**config.mk**
```make
export PLATFORM = sky130hd
export DESIGN_NAME = cmd_seq_player
export DESIGN_NICKNAME = d
export VERILOG_FILES = /design/src/rtl/la_cmd_pkg.sv /design/src/rtl/cmd_seq_player_rsp_timer.sv /design/src/rtl/cmd_seq_player.sv
export SDC_FILE = /design/constraint.sdc
export NUM_CORES = 1
export LEC_CHECK = 0
export CAP_MARGIN = 40
export CORE_ASPECT_RATIO = 1.75
export CORE_UTILIZATION = 58
export CTS_BUF_LIST = sky130_fd_sc_hd__clkbuf_2
export CTS_CLUSTER_DIAMETER = 150
export CTS_CLUSTER_SIZE = 20
export DETAILED_ROUTE_END_ITERATION = 6
export PLACE_DENSITY = 0.95
export SLEW_MARGIN = 15
export SYNTH_ARGS = -nofsm -noshare
export SYNTH_HDL_FRONTEND = slang
export SYNTH_SLANG_ARGS = --single-unit
```
**constraint.sdc**
```tcl
create_clock -name clk -period 3.5 [get_ports clk]
set_clock_uncertainty 0.15 [all_clocks]
set_input_delay 0.525 -clock clk [delete_from_list [all_inputs] [get_ports clk]]
set_output_delay 0.525 -clock clk [all_outputs]
set_load 0.05 [all_outputs]
```
**src/rtl/la_cmd_pkg.sv**
```systemverilog
// -----------------------------------------------------------------------------
// la_cmd_pkg
// Shared types and constants for the LA command-link script player.
//   op_t       : script/command opcode held in word bits [15:14]
//   err_code_t : failure reason reported by cmd_seq_player
//   state_t    : sequencer FSM states
// Script word layout: {op[15:14], field[13:8], data[7:0]}. A DUMP takes its
// channel number from field[2:0], which is word bits [10:8].
// -----------------------------------------------------------------------------
package la_cmd_pkg;

    typedef enum logic [1:0] {
        OP_READ  = 2'b00,
        OP_WRITE = 2'b01,
        OP_DUMP  = 2'b10,
        OP_END   = 2'b11
    } op_t;

    typedef enum logic [1:0] {
        ERR_MISMATCH = 2'd0,
        ERR_NAK      = 2'd1,
        ERR_BADCH    = 2'd2,
        ERR_TIMEOUT  = 2'd3
    } err_code_t;

    typedef enum logic [3:0] {
        ST_IDLE     = 4'd0,
        ST_FETCH    = 4'd1,
        ST_DECODE   = 4'd2,
        ST_ISSUE    = 4'd3,
        ST_WAIT_TX  = 4'd4,
        ST_WAIT_RSP = 4'd5,
        ST_DUMP_RX  = 4'd6,
        ST_DONE     = 4'd7,
        ST_ERROR    = 4'd8
    } state_t;

    localparam logic [7:0] ACK = 8'hA5;
    localparam logic [7:0] NCK = 8'hEE;

    localparam int OP_MSB = 15;
    localparam int OP_LSB = 14;
    localparam int CH_MSB = 10;
    localparam int CH_LSB = 8;

    // Opcode of a script word.
    function automatic op_t word_op(input logic [15:0] w);
        return op_t'(w[OP_MSB:OP_LSB]);
    endfunction

    // DUMP channel number of a script word.
    function automatic logic [2:0] word_chan(input logic [15:0] w);
        return w[CH_MSB:CH_LSB];
    endfunction

endpackage

```
**src/rtl/cmd_seq_player_rsp_timer.sv**
```systemverilog
// -----------------------------------------------------------------------------
// rsp_timer
// Response watchdog. It counts enabled cycles and saturates at TIMEOUT.
// expired is registered and goes high in the cycle where the count equals TIMEOUT.
//   clk, rst_n : clock, synchronous active-low reset
//   clr        : restart the count (has priority over en)
//   en         : count this cycle
//   expired    : count has reached TIMEOUT
// -----------------------------------------------------------------------------
module rsp_timer #(
    parameter  int TIMEOUT = 65535,
    localparam int TW      = $clog2(TIMEOUT + 1)
) (
    input  logic clk,
    input  logic rst_n,
    input  logic clr,
    input  logic en,
    output logic expired
);

    localparam logic [TW-1:0] TMAX = TW'(TIMEOUT);

    logic [TW-1:0] cnt_r;
    logic [TW-1:0] cnt_nxt_s;

    // Next count: clear, saturating increment, or hold.
    always_comb begin
        cnt_nxt_s = cnt_r;
        if (clr) begin
            cnt_nxt_s = '0;
        end else if (en && (cnt_r != TMAX)) begin
            cnt_nxt_s = cnt_r + TW'(1);
        end else begin
            cnt_nxt_s = cnt_r;
        end
    end

    // Count register and registered expiry flag.
    always_ff @(posedge clk) begin
        if (!rst_n) begin
            cnt_r   <= '0;
            expired <= 1'b0;
        end else begin
            cnt_r   <= cnt_nxt_s;
            expired <= (cnt_nxt_s == TMAX);
        end
    end

endmodule

```
**src/rtl/cmd_seq_player.sv**
```systemverilog
// -----------------------------------------------------------------------------
// cmd_seq_player
// Runs a READ/WRITE/DUMP/END script from a synchronous ROM. It drives
// CommMaster, checks the replies, and streams DUMP bytes out.
// Optional feature: define CMDSEQ_EXPECT_EN to make each READ compare the
// reply with the entry's data byte. A difference gives ERROR code 0.
// Ports:
//   clk, rst_n              : clock, synchronous active-low reset
//   start                   : pulse that runs the script from entry 0 (ignored while busy)
//   scr_addr / scr_data     : script ROM address / word (valid 1 clk later)
//   cmd, snd_cmd, cmd_cmplt : CommMaster command, send pulse, transmit complete
//   rec_data, rec_rdy       : received byte and its level-valid flag
//   clr_rec_rdy             : pulse that acknowledges the received byte
//   rd_data, rd_vld         : READ result and its 1-clk strobe
//   dump_byte, dump_vld     : DUMP sample and its 1-clk strobe
//   busy, done, err         : status flags
//   err_idx, err_code       : entry that failed and the reason
// -----------------------------------------------------------------------------
module cmd_seq_player
    import la_cmd_pkg::*;
#(
    parameter  int NUM_CH       = 5,
    parameter  int ENTRIES      = 384,
    parameter  int SCRIPT_DEPTH = 64,
    parameter  int TIMEOUT      = 65535,
    localparam int SAW          = $clog2(SCRIPT_DEPTH)
) (
    input  logic           clk,
    input  logic           rst_n,
    input  logic           start,
    output logic [SAW-1:0] scr_addr,
    input  logic [15:0]    scr_data,
    output logic [15:0]    cmd,
    output logic           snd_cmd,
    input  logic           cmd_cmplt,
    input  logic [7:0]     rec_data,
    input  logic           rec_rdy,
    output logic           clr_rec_rdy,
    output logic [7:0]     rd_data,
    output logic           rd_vld,
    output logic [7:0]     dump_byte,
    output logic           dump_vld,
    output logic           busy,
    output logic           done,
    output logic           err,
    output logic [SAW-1:0] err_idx,
    output logic [1:0]     err_code
);

    localparam int              CW        = $clog2(ENTRIES + 1);
    localparam logic [CW-1:0]   LAST_BYTE = CW'(ENTRIES - 1);
    localparam logic [SAW-1:0]  LAST_IDX  = SAW'(SCRIPT_DEPTH - 1);

    state_t         state_r;
    logic [SAW-1:0] idx_r;
    logic [CW-1:0]  byte_cnt_r;
    logic           tmr_clr_s;
    logic           tmr_en_s;
    logic           tmr_expired_s;
    logic           byte_take_s;

    rsp_timer #(.TIMEOUT(TIMEOUT)) u_rsp_timer (
        .clk     (clk),
        .rst_n   (rst_n),
        .clr     (tmr_clr_s),
        .en      (tmr_en_s),
        .expired (tmr_expired_s)
    );

    // Byte acceptance and watchdog control. No byte is taken in the cycle
    // right after a clear, because rec_rdy has not dropped yet at that point.
    always_comb begin
        tmr_en_s    = 1'b0;
        byte_take_s = 1'b0;
        case (state_r)
            ST_WAIT_TX: begin
                tmr_en_s = 1'b1;
            end
            ST_WAIT_RSP, ST_DUMP_RX: begin
                tmr_en_s    = 1'b1;
                byte_take_s = rec_rdy & ~clr_rec_rdy;
            end
            default: begin
                tmr_en_s    = 1'b0;
                byte_take_s = 1'b0;
            end
        endcase
        tmr_clr_s = (state_r == ST_ISSUE) | byte_take_s;
    end

    // Sequencer FSM. All outputs are registered. Strobes default low each cycle.
    always_ff @(posedge clk) begin
        if (!rst_n) begin
            state_r     <= ST_IDLE;
            idx_r       <= '0;
            byte_cnt_r  <= '0;
            scr_addr    <= '0;
            cmd         <= 16'h0000;
            snd_cmd     <= 1'b0;
            clr_rec_rdy <= 1'b0;
            rd_data     <= 8'h00;
            rd_vld      <= 1'b0;
            dump_byte   <= 8'h00;
            dump_vld    <= 1'b0;
            busy        <= 1'b0;
            done        <= 1'b0;
            err         <= 1'b0;
            err_idx     <= '0;
            err_code    <= 2'd0;
        end else begin
            snd_cmd     <= 1'b0;
            clr_rec_rdy <= 1'b0;
            rd_vld      <= 1'b0;
            dump_vld    <= 1'b0;
            case (state_r)
                ST_IDLE, ST_DONE, ST_ERROR: begin
                    if (start) begin
                        busy     <= 1'b1;
                        done     <= 1'b0;
                        err      <= 1'b0;
                        idx_r    <= '0;
                        scr_addr <= '0;
                        state_r  <= ST_FETCH;
                    end else begin
                        state_r  <= state_r;
                    end
                end
                // The ROM is registered, so wait one cycle for scr_data.
                ST_FETCH: begin
                    state_r <= ST_DECODE;
                end
                ST_DECODE: begin
                    if (word_op(scr_data) == OP_END) begin
                        done    <= 1'b1;
                        busy    <= 1'b0;
                        state_r <= ST_DONE;
                    end else if ((word_op(scr_data) == OP_DUMP) &&
                                 ((word_chan(scr_data) == 3'd0) ||
                                  (int'(word_chan(scr_data)) > NUM_CH))) begin
                        err      <= 1'b1;
                        busy     <= 1'b0;
                        err_idx  <= idx_r;
                        err_code <= ERR_BADCH;
                        state_r  <= ST_ERROR;
                    end else begin
                        cmd     <= scr_data;
                        snd_cmd <= 1'b1;
                        state_r <= ST_ISSUE;
                    end
                end
                ST_ISSUE: begin
                    state_r <= ST_WAIT_TX;
                end
                ST_WAIT_TX: begin
                    if (cmd_cmplt) begin
                        byte_cnt_r <= '0;
                        state_r    <= (word_op(cmd) == OP_DUMP) ? ST_DUMP_RX : ST_WAIT_RSP;
                    end else if (tmr_expired_s) begin
                        err      <= 1'b1;
                        busy     <= 1'b0;
                        err_idx  <= idx_r;
                        err_code <= ERR_TIMEOUT;
                        state_r  <= ST_ERROR;
                    end else begin
                        state_r  <= ST_WAIT_TX;
                    end
                end
                ST_WAIT_RSP: begin
                    if (byte_take_s) begin
                        clr_rec_rdy <= 1'b1;
                        if (word_op(cmd) == OP_READ) begin
                            rd_data <= rec_data;
                            rd_vld  <= 1'b1;
                        end else begin
                            rd_vld  <= 1'b0;
                        end
`ifdef CMDSEQ_EXPECT_EN
                        if ((word_op(cmd) == OP_READ) && (rec_data != cmd[7:0])) begin
                            err      <= 1'b1;
                            busy     <= 1'b0;
                            err_idx  <= idx_r;
                            err_code <= ERR_MISMATCH;
                            state_r  <= ST_ERROR;
                        end else
`endif
                        if ((word_op(cmd) == OP_WRITE) && (rec_data != ACK)) begin
                            err      <= 1'b1;
                            busy     <= 1'b0;
                            err_idx  <= idx_r;
                            err_code <= ERR_NAK;
                            state_r  <= ST_ERROR;
                        end else if (idx_r == LAST_IDX) begin
                            done     <= 1'b1;
                            busy     <= 1'b0;
                            state_r  <= ST_DONE;
                        end else begin
                            idx_r    <= idx_r + SAW'(1);
                            scr_addr <= idx_r + SAW'(1);
                            state_r  <= ST_FETCH;
                        end
                    end else if (tmr_expired_s) begin
                        err      <= 1'b1;
                        busy     <= 1'b0;
                        err_idx  <= idx_r;
                        err_code <= ERR_TIMEOUT;
                        state_r  <= ST_ERROR;
                    end else begin
                        state_r  <= ST_WAIT_RSP;
                    end
                end
                ST_DUMP_RX: begin
                    if (byte_take_s) begin
                        dump_byte   <= rec_data;
                        dump_vld    <= 1'b1;
                        clr_rec_rdy <= 1'b1;
                        byte_cnt_r  <= byte_cnt_r + CW'(1);
                        if (byte_cnt_r != LAST_BYTE) begin
                            state_r  <= ST_DUMP_RX;
                        end else if (idx_r == LAST_IDX) begin
                            done     <= 1'b1;
                            busy     <= 1'b0;
                            state_r  <= ST_DONE;
                        end else begin
                            idx_r    <= idx_r + SAW'(1);
                            scr_addr <= idx_r + SAW'(1);
                            state_r  <= ST_FETCH;
                        end
                    end else if (tmr_expired_s) begin
                        err      <= 1'b1;
                        busy     <= 1'b0;
                        err_idx  <= idx_r;
                        err_code <= ERR_TIMEOUT;
                        state_r  <= ST_ERROR;
                    end else begin
                        state_r  <= ST_DUMP_RX;
                    end
                end
                default: begin
                    busy    <= 1'b0;
                    state_r <= ST_IDLE;
                end
            endcase
        end
    end

endmodule
```
---- After elaboration in Yosys (flattened, before gate mapping) ----
Cells that the tools add are included.
storage, ports and cells
  register bits after elaboration ......... 89
  input bits .............................. 29
  output and inout bits ................... 53
  word-level logic and storage cells ...... 170
cells by class
  $add $sub $neg .......................... 3
  order comparisons ....................... 1
  equal/unequal tests ..................... 31
  multiplexer cells ....................... 80
  bitwise logic cells ..................... 8
  reductions and logical operators ........ 29
operator list
  kind                   number
  $mux 6                 18
  $mux 4                 11
  $pmux 6 s3             2
  $mux 16                2
  $mux 1                 29
  $pmux 4 s7             1
  $pmux 6 s4             1
  $ne 2x2->1 const B     11
  $mux 9                 2
  $pmux 9 s2             1
  $add 16x1->16 const B  1
  $eq 16x16->1 const B   1
  $eq 4x3->1 const B     4
  $mux 2                 8
  $ne 16x16->1 const B   1
  $reduce_and 7->1       2
  $reduce_and 3->1       4
  $reduce_and 6->1       2
  $add 9x1->9 const B    1
  $ne 3x3->1 const B     3
  $ne 9x9->1 const B     1
  $reduce_or 3->1        3
  $eq 4x2->1 const B     2
  $ne 8x8->1 const B     1
  other kinds (27)       40

---- Longest topological paths before layout ----
  word-level depth ........................ 7
  depth in mapped cells ................... 9

---- Modules after synthesis ----
Synthesis repeated with hierarchy kept, for this count alone.
second synthesis, totals
  cell total of the unflattened synthesis .. 498
  area total of the unflattened synthesis .. 4186.5 um^2
modules (own cells, without submodules)
  module          instances  cells an instance  area each (um^2)  sequential area each (um^2)
  cmd_seq_player  1          388                3249.4            1321.3
  rsp_timer       1          110                937.1             340.3

---- Least setup slack after synthesis ----
Ideal clock, no wire load.
  path type ............................... register -> register
  start ................................... reg clr_rec_rdy
  end ..................................... reg err_code[0]
  library setup time ...................... 0.119 ns
  arrival time ............................ 1.980 ns
  setup slack ............................. 1.251 ns
  stages on the path, launching flop included .. 8
  period minus slack after synthesis ...... 2.249 ns
  cell sequence ........................... dfxtp_1 > nand2b_1 > clkbuf_2 > nor2_1 > nor2_1 > o2111ai_1 > buf_2 > o221a_2
on the way
  cells in the longest elaborated chain, start to end .. 5
RTL lines
  element                                                                 RTL line               source
  start, declared                                                         cmd_seq_player.sv:38   output logic clr_rec_rdy,
  start signal, assigned                                                  cmd_seq_player.sv:100  clr_rec_rdy <= 1'b0;
  start signal, assigned                                                  cmd_seq_player.sv:112  clr_rec_rdy <= 1'b0;
  start signal, assigned                                                  cmd_seq_player.sv:170  clr_rec_rdy <= 1'b1;
  $not 1->1 *                                                             cmd_seq_player.sv:81   byte_take_s = rec_rdy & ~clr_rec_rdy;
  $and 1x1->1 *                                                           cmd_seq_player.sv:81
  $mux 1 *                                                                cmd_seq_player.sv:75   case (state_r)
  $ne 3x3->1 (no source line), or another cell as far along               --
  $reduce_and 6->1 (no source line) / $pmux 2 s4 (equally long branches)  --
  end signal, assigned                                                    cmd_seq_player.sv:109  err_code <= 2'd0;
  end signal, assigned                                                    cmd_seq_player.sv:143  err_code <= ERR_BADCH;
  end signal, assigned                                                    cmd_seq_player.sv:162  err_code <= ERR_TIMEOUT;
  end, declared                                                           cmd_seq_player.sv:47   output logic [1:0] err_code
Every way passes the cells marked *; elsewhere a longest branch is shown, timed or not.
A chain may end at the register's enable or synchronous reset.

---- Worst setup path in the final report ----
  start ................................... reg state_r[0]
  end ..................................... reg err_idx[1]
on the way
  cells in the longest elaborated chain, start to end .. 5
RTL lines
  element                                                                 RTL line                                     source
  start, declared                                                         cmd_seq_player.sv:54                         state_t state_r;
  start signal, assigned                                                  cmd_seq_player.sv:125                        state_r <= state_r;
  start signal, assigned                                                  cmd_seq_player.sv:157                        state_r <= (word_op(cmd) == OP_DUMP) ? ST_DUMP_RX : ST_WAIT_RSP;
  $eq 4x3->1                                                              cmd_seq_player.sv:75, cmd_seq_player.sv:115
  $reduce_or 2->1 (no source line)                                        --
  $mux 1                                                                  cmd_seq_player.sv:75
  $ne 3x3->1 (no source line), or another cell as far along               --
  $reduce_and 6->1 (no source line) / $pmux 6 s4 (equally long branches)  --
  end signal, assigned                                                    cmd_seq_player.sv:142                        err_idx <= idx_r;
  end signal, assigned                                                    cmd_seq_player.sv:161                        err_idx <= idx_r;
  end signal, assigned                                                    cmd_seq_player.sv:189                        err_idx <= idx_r;
  end, declared                                                           cmd_seq_player.sv:46                         output logic [SAW-1:0] err_idx,
Several ways; a longest one is shown, not always the timed one.

==> results.py <==
metrics = {
    "run_status": {
        "outcome": "finished, final reports clean",
    },
    "power_and_ir_drop": {
        "ir_drop_uv": 420.9,
        "power.total_mw": 2.577,
        "power.density_mw_per_mm2": 498.8,
        "p_leak_nw": 1.814,
    },
    "timing": {
        "fmax_mhz": 354.1,
        "maxSlewViolCount": 0,
        "tns_ps": 0,
        "min_period_ps": 2824,
        "final-setup-viol-count": 0,
        "fin_crit_sh": 0.8069,
        "finalHoldViolCount": 0,
        "hold_slack_ps": 318.7,
        "relSlewSlack": 0.5016,
        "worst_pin_slew_ps": 744.8,
        "rsz0062_at_grt": "no",
    },
    "routing": {
        "ant_nets": 0,
        "drt_wl_total_um": 11570,
        "drt_first_pass_iters": 6,
        "num_vias": 4273,
        "route.detailed.drc": 0,
        "via_per_inst": 6.256,
        "wire_per_inst_um": 16.94,
        "dr.first_iter.drc_count": 307,
    },
    "cells_and_area": {
        "drive_gt1_frac": 0.08180,
        "num_antenna_cells": 0,
        "fin_nets": 626,
        "fin_util": 0.7480,
        "multi_input_area_mm2": 0.002362,
        "area_growth_pct": 23.81,
        "fillers": 526,
        "final_common_cell": "nand2_1",
        "regArea_mm2": 0.001662,
        "most-common-layout-cells": "87 x nand2_1, 83 x dfxtp_1, 81 x clkdlybuf4s50_1",
        "fin_cells": 683,
    },
    "floorplan": {
        "fp.coreArea_mm2": 0.006907,
        "row_count": 40,
        "initial_core_util": 0.6042,
        "ios": 82,
        "fp.dieH_um": 114.2,
        "die_w_um": 66.12,
        "dieArea_mm2": 0.007551,
    },
    "synth": {
        "yosysSeqAreaShare": 0.3982,
        "yosys.area.top_type_share": 0.3982,
        "syn_area_mm2": 0.004173,
        "ys_types": 68,
        "syn-num-nets": 552,
        "synth-main-ff-cell": "dfxtp_1",
        "synth-seq-cells": 83,
        "synth_area_leader_cell": "dfxtp_1",
        "synth-async-reset-ratio": 0,
        "synthTopCellsByArea": "dfxtp_1 40%, nand2_1 7.8%, a21oi_1 7.0%",
        "synth-edff-count": 0,
        "synth_cells": 520,
        "avgSynthCellArea_um2": 8.025,
        "synth_warnings": 0,
    },
    "setup_path": {
        "critPathRequiredTime_ps": 3780,
        "crit_start": "state_r[0]$_SDFFE_PN0P_",
        "crit_end": "err_idx[1]$_SDFFE_PN0P_",
        "regToRegSetupSlack_ps": 680,
        "endpoint_kind": "register",
        "r2r_cells": 7,
        "path_class": "register to register",
        "r2r-start": "state_r[0]$_SDFFE_PN0P_",
        "crit_arrival_ps": 3110,
        "startpoint_type": "register",
        "cp_max_fo": 20,
        "r2r-end": "err_idx[1]$_SDFFE_PN0P_",
    },
    "placed_design": {
        "place.port_buffers": 81,
        "gp_congestion": 0.9422,
        "place_hpwl_um": 8638,
        "dp.cells": 667,
    },
    "global_route": {
        "grt_max_degree": 27,
        "grt_pass1_vias": 4088,
        "track_usage": 0.3241,
        "grt_pass1_wl_um": 18930,
        "antenna_found_initial": 0,
        "gr-total-overflow": 0,
    },
    "clocking": {
        "htree_levels": 3,
        "cts_buffers": 9,
        "clockBufferDepth": 2,
        "clk_pin_slew_ps": 240,
        "post_cts_buffers": 0,
        "hold_buffers": 0,
        "cts_sinks": 83,
        "cts.repair.resized": 0,
        "clock_latency_ps": 550,
        "cts-root-buf": "clkbuf_2",
        "cts_tree": "built",
    },
    "min_path": {
        "hold_path_class": "register to register",
    },
    "job": {
        "maxCapViolCount": 0,
    },
}
## kinds of logic after synthesis
kind of cell / count (synthesis) / synth area share
simple gates: 238 / 0.2825
fa+ha+maj: 3 / 0.008996
xor+xnor: 13 / 0.02729
mux: 12 / 0.02909
compound gates: 137 / 0.2183
buf+inv: 34 / 0.03568
flops: 83 / 0.3982
## worst min path at each step
stage | cells after the start | endpoint | startpoint | slack, ps
global placement | 2 | err$_SDFFE_PN0P_ | err$_SDFFE_PN0P_ | 280
finish | 2 | err$_SDFFE_PN0P_ | err$_SDFFE_PN0P_ | 320
CTS | 2 | err$_SDFFE_PN0P_ | err$_SDFFE_PN0P_ | 320
global route | 3 | cmd[13]$_SDFFE_PN0P_ | scr_data[13] | 300
floorplan | 1 | byte_cnt_r[4]$_SDFFE_PN0P_ | byte_cnt_r[4]$_SDFFE_PN0P_ | 310
detailed placement | 2 | err$_SDFFE_PN0P_ | err$_SDFFE_PN0P_ | 300
## registers in the layout (all words and copies together), names as in the netlist, 2 cells and up
register	count
u_rsp_timer.cnt_r	16
cmd	16
dump_byte	8
byte_cnt_r	9
scr_addr	6
rd_data	8
err_idx	6
state_r	4
err_code	2
## stage by stage
stage	setup slack [ps]	area, µm²
after floorplan	1251	4173
after global placement	615.6	5034
after detailed placement	530.8	5034
after CTS	726.5	5166
after global routing	511.0	5166
final	675.9	5166
## routing by layer
layer	global-route usage	up-vias	wire, µm
li1	-	2023	-
met1	0.3444	1998	4228
met2	0.5646	199	6125
met3	0.06673	53	605
met4	0.2057	0	612
met5	0	-	0
## worst max-delay path: stages, from the launching register on
cell and delay (ps):
dfxtp_1 800, nand4bb_1 340, nor2_1 90, nor2_1 380, o2111ai_1 180, buf_4 210
a21oi_1 410, o2bb2ai_1 130
## layout make-up
| class | instances | area share |
|---|---|---|
| Clock buffer | 11 | 0.01066 |
| Clock inverter | 5 | 0.01502 |
| Inverter | 7 | 0.005086 |
| Multi-Input combinational cell | 403 | 0.4573 |
| Sequential cell | 83 | 0.3216 |
| Tap cell | 84 | 0.02034 |
| Timing Repair Buffer | 90 | 0.1700 |
## cell usage after synthesis, types with 3 or more instances
cell type and number:
and2_1 3, nor2b_1 3, nand4_1 8, o21ai_0 20, o21a_1 3, nand3b_1 3
ha_1 3, xor2_1 7, mux2i_1 11, and3_1 8, o221ai_1 4, a31oi_1 7
nand2b_1 7, o221a_2 4, xnor2_1 6, clkbuf_1 19, dfxtp_1 83, o211ai_1 3
nand2_1 87, a21o_1 4, a21oi_1 58, nor2_1 56, o2bb2ai_1 7, nor3_1 10
buf_2 5, a211oi_1 9, or3_1 4, nand3_1 17, inv_1 7, nor4_1 6
## power breakdown
part	leakage [nW]	total (mW)	internal, mW	switching, mW
clock	0.0819	0.569	0.240	0.330
combinational	1.06	0.886	0.313	0.573
sequential	0.670	1.12	1.01	0.109
Power figures use the tool's default switching activity.
